**src/rtl/nibble_serial_adder_pkg.sv**
```systemverilog
// Shared constants for the nibble-serial adder: nibble width and FSM state codes.
package nibble_adder_pkg;

    localparam int NIBBLE_W = 4;

    localparam logic [1:0] ST_IDLE = 2'd0;
    localparam logic [1:0] ST_RUN  = 2'd1;
    localparam logic [1:0] ST_DONE = 2'd2;

endpackage

```
**src/rtl/nibble_serial_adder_if.sv**
```systemverilog
// Operand/result handshake bundle for nibble_serial_adder.
interface nibble_serial_adder_if #(
    parameter int WIDTH = 16
);
    logic             in_valid;
    logic             in_ready;
    logic [WIDTH-1:0] a;
    logic [WIDTH-1:0] b;
    logic             carry_in;
    logic             out_valid;
    logic             out_ready;
    logic [WIDTH-1:0] sum;
    logic             carry_out;
    logic             busy;

    modport master (
        output in_valid, a, b, carry_in, out_ready,
        input  in_ready, out_valid, sum, carry_out, busy
    );

    modport slave (
        input  in_valid, a, b, carry_in, out_ready,
        output in_ready, out_valid, sum, carry_out, busy
    );
endinterface

```
**src/rtl/adder_4bit_behavioral.sv**
```systemverilog
// Combinational 4-bit adder with carry in/out; the serial wrapper's datapath.
module adder_4bit_behavioral (
    input  logic [3:0] a,
    input  logic [3:0] b,
    input  logic       carry_in,
    output logic [3:0] sum,
    output logic       carry_out
);
    assign {carry_out, sum} = 5'(a) + 5'(b) + 5'(carry_in);
endmodule

```
**src/rtl/nibble_serial_adder.sv**
```systemverilog
// Adds two WIDTH-bit operands one nibble per clock, LSB first, through a single
// 4-bit adder whose carry is fed back through a register.
module nibble_serial_adder
    import nibble_adder_pkg::*;
#(
    parameter int WIDTH = 16
) (
    input  logic                  clk,
    input  logic                  reset,
    nibble_serial_adder_if.slave  io
);
    localparam int NIBBLES = WIDTH / NIBBLE_W;
    localparam int IDX_W   = (NIBBLES > 1) ? $clog2(NIBBLES) : 1;

    generate
        if (WIDTH < NIBBLE_W || (WIDTH % NIBBLE_W) != 0) begin : g_bad_width
            $error("nibble_serial_adder: WIDTH must be a positive multiple of 4");
        end
    endgenerate

    logic [1:0]          state_q, state_d;
    logic [IDX_W-1:0]    idx_q, idx_d;
    logic [WIDTH-1:0]    a_sr_q, a_sr_d;
    logic [WIDTH-1:0]    b_sr_q, b_sr_d;
    logic [WIDTH-1:0]    sum_sr_q, sum_sr_d;
    logic                carry_q, carry_d;
    logic [WIDTH-1:0]    sum_q, sum_d;
    logic                cout_q, cout_d;

    logic [NIBBLE_W-1:0] nib_sum;
    logic                nib_cout;
    logic [WIDTH+3:0]    sum_shift;
    logic                last_nib;

    adder_4bit_behavioral u_add (
        .a         (a_sr_q[NIBBLE_W-1:0]),
        .b         (b_sr_q[NIBBLE_W-1:0]),
        .carry_in  (carry_q),
        .sum       (nib_sum),
        .carry_out (nib_cout)
    );

    // New nibble enters at the top so the LSB nibble ends up at the bottom after NIBBLES shifts.
    assign sum_shift = {nib_sum, sum_sr_q};
    assign last_nib  = (idx_q == IDX_W'(NIBBLES - 1));

    always_ff @(posedge clk) begin
        if (reset) begin
            state_q  <= ST_IDLE;
            idx_q    <= '0;
            a_sr_q   <= '0;
            b_sr_q   <= '0;
            sum_sr_q <= '0;
            carry_q  <= 1'b0;
            sum_q    <= '0;
            cout_q   <= 1'b0;
        end else begin
            state_q  <= state_d;
            idx_q    <= idx_d;
            a_sr_q   <= a_sr_d;
            b_sr_q   <= b_sr_d;
            sum_sr_q <= sum_sr_d;
            carry_q  <= carry_d;
            sum_q    <= sum_d;
            cout_q   <= cout_d;
        end
    end

    always_comb begin
        state_d = state_q;
        case (state_q)
            ST_IDLE: if (io.in_valid)  state_d = ST_RUN;
            ST_RUN:  if (last_nib)     state_d = ST_DONE;
            ST_DONE: if (io.out_ready) state_d = ST_IDLE;
            default:                   state_d = ST_IDLE;
        endcase
    end

    always_comb begin
        idx_d    = idx_q;
        a_sr_d   = a_sr_q;
        b_sr_d   = b_sr_q;
        sum_sr_d = sum_sr_q;
        carry_d  = carry_q;
        sum_d    = sum_q;
        cout_d   = cout_q;
        case (state_q)
            ST_IDLE: begin
                if (io.in_valid) begin
                    a_sr_d  = io.a;
                    b_sr_d  = io.b;
                    carry_d = io.carry_in;
                    idx_d   = '0;
                end
            end
            ST_RUN: begin
                a_sr_d   = a_sr_q >> NIBBLE_W;
                b_sr_d   = b_sr_q >> NIBBLE_W;
                sum_sr_d = sum_shift[WIDTH+3:NIBBLE_W];
                carry_d  = nib_cout;
                idx_d    = idx_q + IDX_W'(1);
                if (last_nib) begin
                    sum_d  = sum_shift[WIDTH+3:NIBBLE_W];
                    cout_d = nib_cout;
                end
            end
            default: ;
        endcase
    end

    always_comb begin
        io.in_ready  = (state_q == ST_IDLE);
        io.out_valid = (state_q == ST_DONE);
        io.busy      = (state_q == ST_RUN) || (state_q == ST_DONE);
        io.sum       = sum_q;
        io.carry_out = cout_q;
    end

endmodule
```
**src/flat_wrapper.sv**
```systemverilog
// flat-port wrapper written by rule: the top's interface ports become plain ports
module nibble_serial_adder_flat import nibble_adder_pkg::*;
#(
    parameter int WIDTH = 16
)
  (clk, reset, io_in_valid, io_a, io_b, io_carry_in, io_out_ready, io_in_ready, io_out_valid, io_sum, io_carry_out, io_busy);
  nibble_serial_adder_if #(.WIDTH(WIDTH)) io_i ();
  input  logic clk;
  input  logic reset;
  input wire logic [$bits(io_i.in_valid)-1:0] io_in_valid;
  input wire logic [$bits(io_i.a)-1:0] io_a;
  input wire logic [$bits(io_i.b)-1:0] io_b;
  input wire logic [$bits(io_i.carry_in)-1:0] io_carry_in;
  input wire logic [$bits(io_i.out_ready)-1:0] io_out_ready;
  output wire logic [$bits(io_i.in_ready)-1:0] io_in_ready;
  output wire logic [$bits(io_i.out_valid)-1:0] io_out_valid;
  output wire logic [$bits(io_i.sum)-1:0] io_sum;
  output wire logic [$bits(io_i.carry_out)-1:0] io_carry_out;
  output wire logic [$bits(io_i.busy)-1:0] io_busy;
  assign io_i.in_valid = io_in_valid;
  assign io_i.a = io_a;
  assign io_i.b = io_b;
  assign io_i.carry_in = io_carry_in;
  assign io_i.out_ready = io_out_ready;
  assign io_in_ready = io_i.in_ready;
  assign io_out_valid = io_i.out_valid;
  assign io_sum = io_i.sum;
  assign io_carry_out = io_i.carry_out;
  assign io_busy = io_i.busy;
  nibble_serial_adder #(.WIDTH(WIDTH)) u_core (.clk(clk), .reset(reset), .io(io_i));
endmodule
```
**config.mk**
```make
export PLATFORM = sky130hd
export DESIGN_NAME = nibble_serial_adder_flat
export DESIGN_NICKNAME = d
export VERILOG_FILES = /design/src/rtl/nibble_serial_adder_pkg.sv /design/src/rtl/nibble_serial_adder_if.sv /design/src/rtl/adder_4bit_behavioral.sv /design/src/rtl/nibble_serial_adder.sv /design/src/flat_wrapper.sv
export SDC_FILE = /design/constraint.sdc
export NUM_CORES = 1
export LEC_CHECK = 0
export CORE_ASPECT_RATIO = 1.2
export CORE_UTILIZATION = 46
export CTS_CLUSTER_DIAMETER = 80
export DETAILED_ROUTE_END_ITERATION = 10
export PLACE_DENSITY = 0.75
export RECOVER_POWER = 100
export SLEW_MARGIN = 25
export SYNTH_ARGS = -nofsm -noshare
export SYNTH_HDL_FRONTEND = slang
export SYNTH_SLANG_ARGS = --single-unit
```
**constraint.sdc**
```tcl
create_clock -name clk -period 1.6 [get_ports clk]
set_input_delay 0.4 -clock clk [delete_from_list [all_inputs] [get_ports clk]]
set_output_delay 0.4 -clock clk [all_outputs]
set_load 0.03 [all_outputs]
```
==> results.txt <==
- Number of global-route vias before repair: approximately 2,200
- Summing the areas of all compound-gate instances in the mapped netlist gives 17.1% of the synthesized area.
- Critical path fanouts, max: 6
* Setup TNS after final layout: -0.00267 ns
* Detail Placement HPWL: 4460 microns
* Standard cell core area: 6130 sq um
* Net count of the mapped netlist: 355
- Effective utilization at floorplan: 48.3%
- Clock latency of the later-clocked register in the worst-skew pair: 0.34 ns
* Static leakage power: 0.00164 uW
* Most frequent standard cell in the layout excluding fill and tap cells: sky130_fd_sc_hd__dfxtp_1
- The synthesized netlist devotes under 10% of its cell area to adder and majority cells.
* Y dimension of the die: 89.9 microns
* Number of different library cells in the post-synthesis netlist: 39
- Counting flops with a built-in enable in the synthesized netlist gives 0.
- Failing checks: negative setup slack
- Antenna violations before repair: 0
- Nets: 432
- Sequential-to-total area share from yosys stat: 44.6%
- Buffers on Ports: 56
- In this run the most critical hold path is launched from reset.
- Category of the worst setup path launch point: flop
* Number of cell instances on the worst register-to-register path: 7
* Number of levels in the clock H-tree: 3
* Instance area at placement: approximately 3700 sq um
- A synthesized cell averages 9.62 sq um.
* Reg-to-reg critical path endpoint: u_core.state_q[0]
- Max Freq: 0.624 GHz
* Hold/Removal Path Class: input pin to flop
* Critical path type: flop to flop
- Clock Skews: ~0.0048 ns
- Of the total synthesized cell area, the portion taken by XOR and XNOR cells is 0.296%.
- Startpoint of the worst register-to-register path: u_core.state_q[0]
* Count of cells along the worst hold path: 2
- The final max-slew violation count came to 0.
* Total setup violations reported at the end of the flow: 1
- Across all setup checks in the final design, the least slack found is -0.00267 ns.
- The clock passes through at most 2 buffers.
- After synthesis, the largest area contributor takes up 44.6% of total cell area.
- Ratio of final minimum period to clock period: 100%
- After Yosys synthesis, and, or, nand and nor cells account for 15.1% of the synthesized area.
- Highest-count cells in the layout ignoring fill and taps: 61 x sky130_fd_sc_hd__dfxtp_1, 49 x sky130_fd_sc_hd__nor2_1, 36 x sky130_fd_sc_hd__mux2i_1, 35 x sky130_fd_sc_hd__clkdlybuf4s50_1, 32 x sky130_fd_sc_hd__nand2_1
- CTS saw 66 sinks.
- Cells taking the most area after synthesis: sky130_fd_sc_hd__dfxtp_1 45%, sky130_fd_sc_hd__mux2i_1 12%, sky130_fd_sc_hd__a211oi_2 8.4%, sky130_fd_sc_hd__nor2_1 6.3%, sky130_fd_sc_hd__nand2_1 4.1%
- For hold timing, the worst endpoint is u_core.sum_sr_q[15].
* Final antenna-violating net count: 0
- For flop-to-flop paths, the worst setup slack is -0.003 ns.
- Pre-Repair DR Iteration Count: 4
- Violation count after the first detailed-route iteration: 76
* Clock transition at the registers of the reported paths: 0.07 ns
* Number of cells produced by synthesis: between 300 and 400
- Sum of internal, switching and leakage power: 7670 uW
- Via density: 5.11
* Clock tree from TritonCTS: yes
- Once layout is done, the placed cells without fillers occupy 4080 sq um.
- After synthesis, the largest family of logic cells by area is compound AO/OA/AOI/OAI gates.
* Maximum number of pins on one net before global-route repair: 35
- At the end of routability-driven placement, the weighted congestion stood at about 0.7.
* Minimum clock period after layout: approximately 1.6 ns
- Wire length of the first global-routing pass: 10,000 microns
- The hold violation total from the final report came to 0.
- Antenna diode count: 0
* Via count: 2,409
- For the pin with the worst max-slew slack, the measured transition is 0.374 ns.
* DRC violations left: 0
- The worst setup path is captured at a flop.
- Power spread over the standard cell area amounts to 1880 nW/um^2.
- Data on the critical path arrives at its endpoint at about 1.8 ns.
* Cell taking the most area after synthesis: sky130_fd_sc_hd__dfxtp_1
- For this block, the routed nets add up to 6350 microns of wire.
* Share of synthesized registers carrying an async set or reset: 0%
- Summing every instance area after synthesis gives between 2000 and 3000 sq um.
- Synthesis-stage register bit count: between 60 and 70
* Area growth from synthesis to layout: 37.6%
- Routed len/inst: ~13 microns
* Total track usage: 19.4%
- After global routing the overflow that remains totals 0.
* Worst Path Required: 1.82 ns
- Worst slew slack as a fraction of its limit: 75.1%
- The die covers approximately 6800 sq um.
- The floorplan has 31 rows.
* RSZ-0062 raised after global routing: true
- Run status: complete, but fails checks
* Clock buffer count from CTS: 9
* Share of synthesized area spent on multiplexers: 12.6%
- CTS Root Cell: sky130_fd_sc_hd__clkbuf_8
* Yosys synthesis warning count: 0
- The worst-case IR drop observed on VDD is 943 uV.
* Die Width: 75.3 microns
* Share of final-layout standard cells stronger than drive strength 1: 23.4%
- Main flop type after synthesis: sky130_fd_sc_hd__dfxtp_1
- The tool flagged a number of max-cap violations equal to 0.
- Total I/O pin count: 57
[routing by layer]
layer / vias up / global-route usage (%) / routed length, microns
met2: 55 / 31.2 / 3170
met5: - / 0 / 0
met1: 1119 / 24.2 / 2850
li1: 1224 / - / -
met3: 11 / 3.48 / 197
met4: 0 / 10.5 / 129
[kinds of logic after synthesis]
family	Yosys count
xor gates and xnor gates	1
AOI/OAI and AO/OA	61
adders and majority gates	10
DFF	66
and+or+nand+nor	102
muxes	37
buffers and inverters	31
[metrics by stage]
stage | cells | util (%) | hold slack [ns] | setup WS, ns
finish | 471 | 66.5 | 0.367 | -0.00267
global route | 471 | 66.5 | 0.397 | -0.0659
CTS | 467 | 64.4 | 0.364 | 0.00659
detailed placement | 451 | 61.0 | 0.448 | -0.133
global placement | 451 | 61.0 | 0.442 | -0.119
floorplan | 308 | - | 0.431 | 0.0222
[synthesized netlist by cell type, types with 2 or more instances]
library cell	count
sky130_fd_sc_hd__clkbuf_4	2
sky130_fd_sc_hd__ha_1	8
sky130_fd_sc_hd__inv_1	9
sky130_fd_sc_hd__fa_1	2
sky130_fd_sc_hd__a211oi_2	20
sky130_fd_sc_hd__nor2_1	50
sky130_fd_sc_hd__nand2b_1	3
sky130_fd_sc_hd__a211oi_1	6
sky130_fd_sc_hd__mux2i_1	36
sky130_fd_sc_hd__buf_1	3
sky130_fd_sc_hd__dfxtp_1	66
sky130_fd_sc_hd__nand3_1	5
sky130_fd_sc_hd__buf_4	2
sky130_fd_sc_hd__a22oi_1	5
sky130_fd_sc_hd__nand4_1	2
sky130_fd_sc_hd__a21oi_1	23
sky130_fd_sc_hd__clkbuf_1	4
sky130_fd_sc_hd__nand2_1	32
sky130_fd_sc_hd__buf_6	3
sky130_fd_sc_hd__buf_2	8
[what timing repair did]
item                                    4_1_cts  5_1_grt
cloned                                        0        2
hold buffers                                  0        0
gates resized for setup                      26       12
endpoints found under the setup margin       38       21
pin swaps                                     0        4
setup buffers                                 1        2
[power by group]
group	switching, uW	internal (uW)
combinational	1840	1990
sequential	300	2100
clock	607	837
[area by class of cell]
class                           count  area [sq um]
Clock buffer                       13           169
Clock inverter                      2          35.0
Fill cell                         520          2050
Inverter                            9          33.8
Multi-Input combinational cell    211          1550
Sequential cell                    66          1330
Tap cell                           82           103
Timing Repair Buffer               88           856
[sequential cells by signal, indices dropped and copies added, names as in the netlist]
signal	count
u_core.a_sr_q	16
u_core.b_sr_q	16
u_core.io.sum	16
u_core.sum_sr_q	12
u_core.idx_q	2
u_core.state_q	2
u_core.carry_q	1
u_core.io.carry_out	1
[worst max-delay path, cell delays in order, from the launching register on]
cell                       delay, ns
sky130_fd_sc_hd__dfxtp_4        0.38
sky130_fd_sc_hd__inv_2          0.06
sky130_fd_sc_hd__ha_4           0.18
sky130_fd_sc_hd__nor2b_4        0.14
sky130_fd_sc_hd__buf_4          0.13
sky130_fd_sc_hd__a221oi_2       0.28
sky130_fd_sc_hd__mux2i_1        0.24
sky130_fd_sc_hd__nor2_1         0.06
[worst max path at each step]
stage                                 start                end
final                     u_core.state_q[0]  u_core.state_q[0]
after global routing      u_core.state_q[0]  u_core.state_q[0]
after CTS                 u_core.state_q[0]            io_busy
after detailed placement        io_in_valid   u_core.a_sr_q[2]
after global placement          io_in_valid   u_core.a_sr_q[1]
after floorplan           u_core.state_q[0]     u_core.carry_q
(Power assumes the default switching activity.)
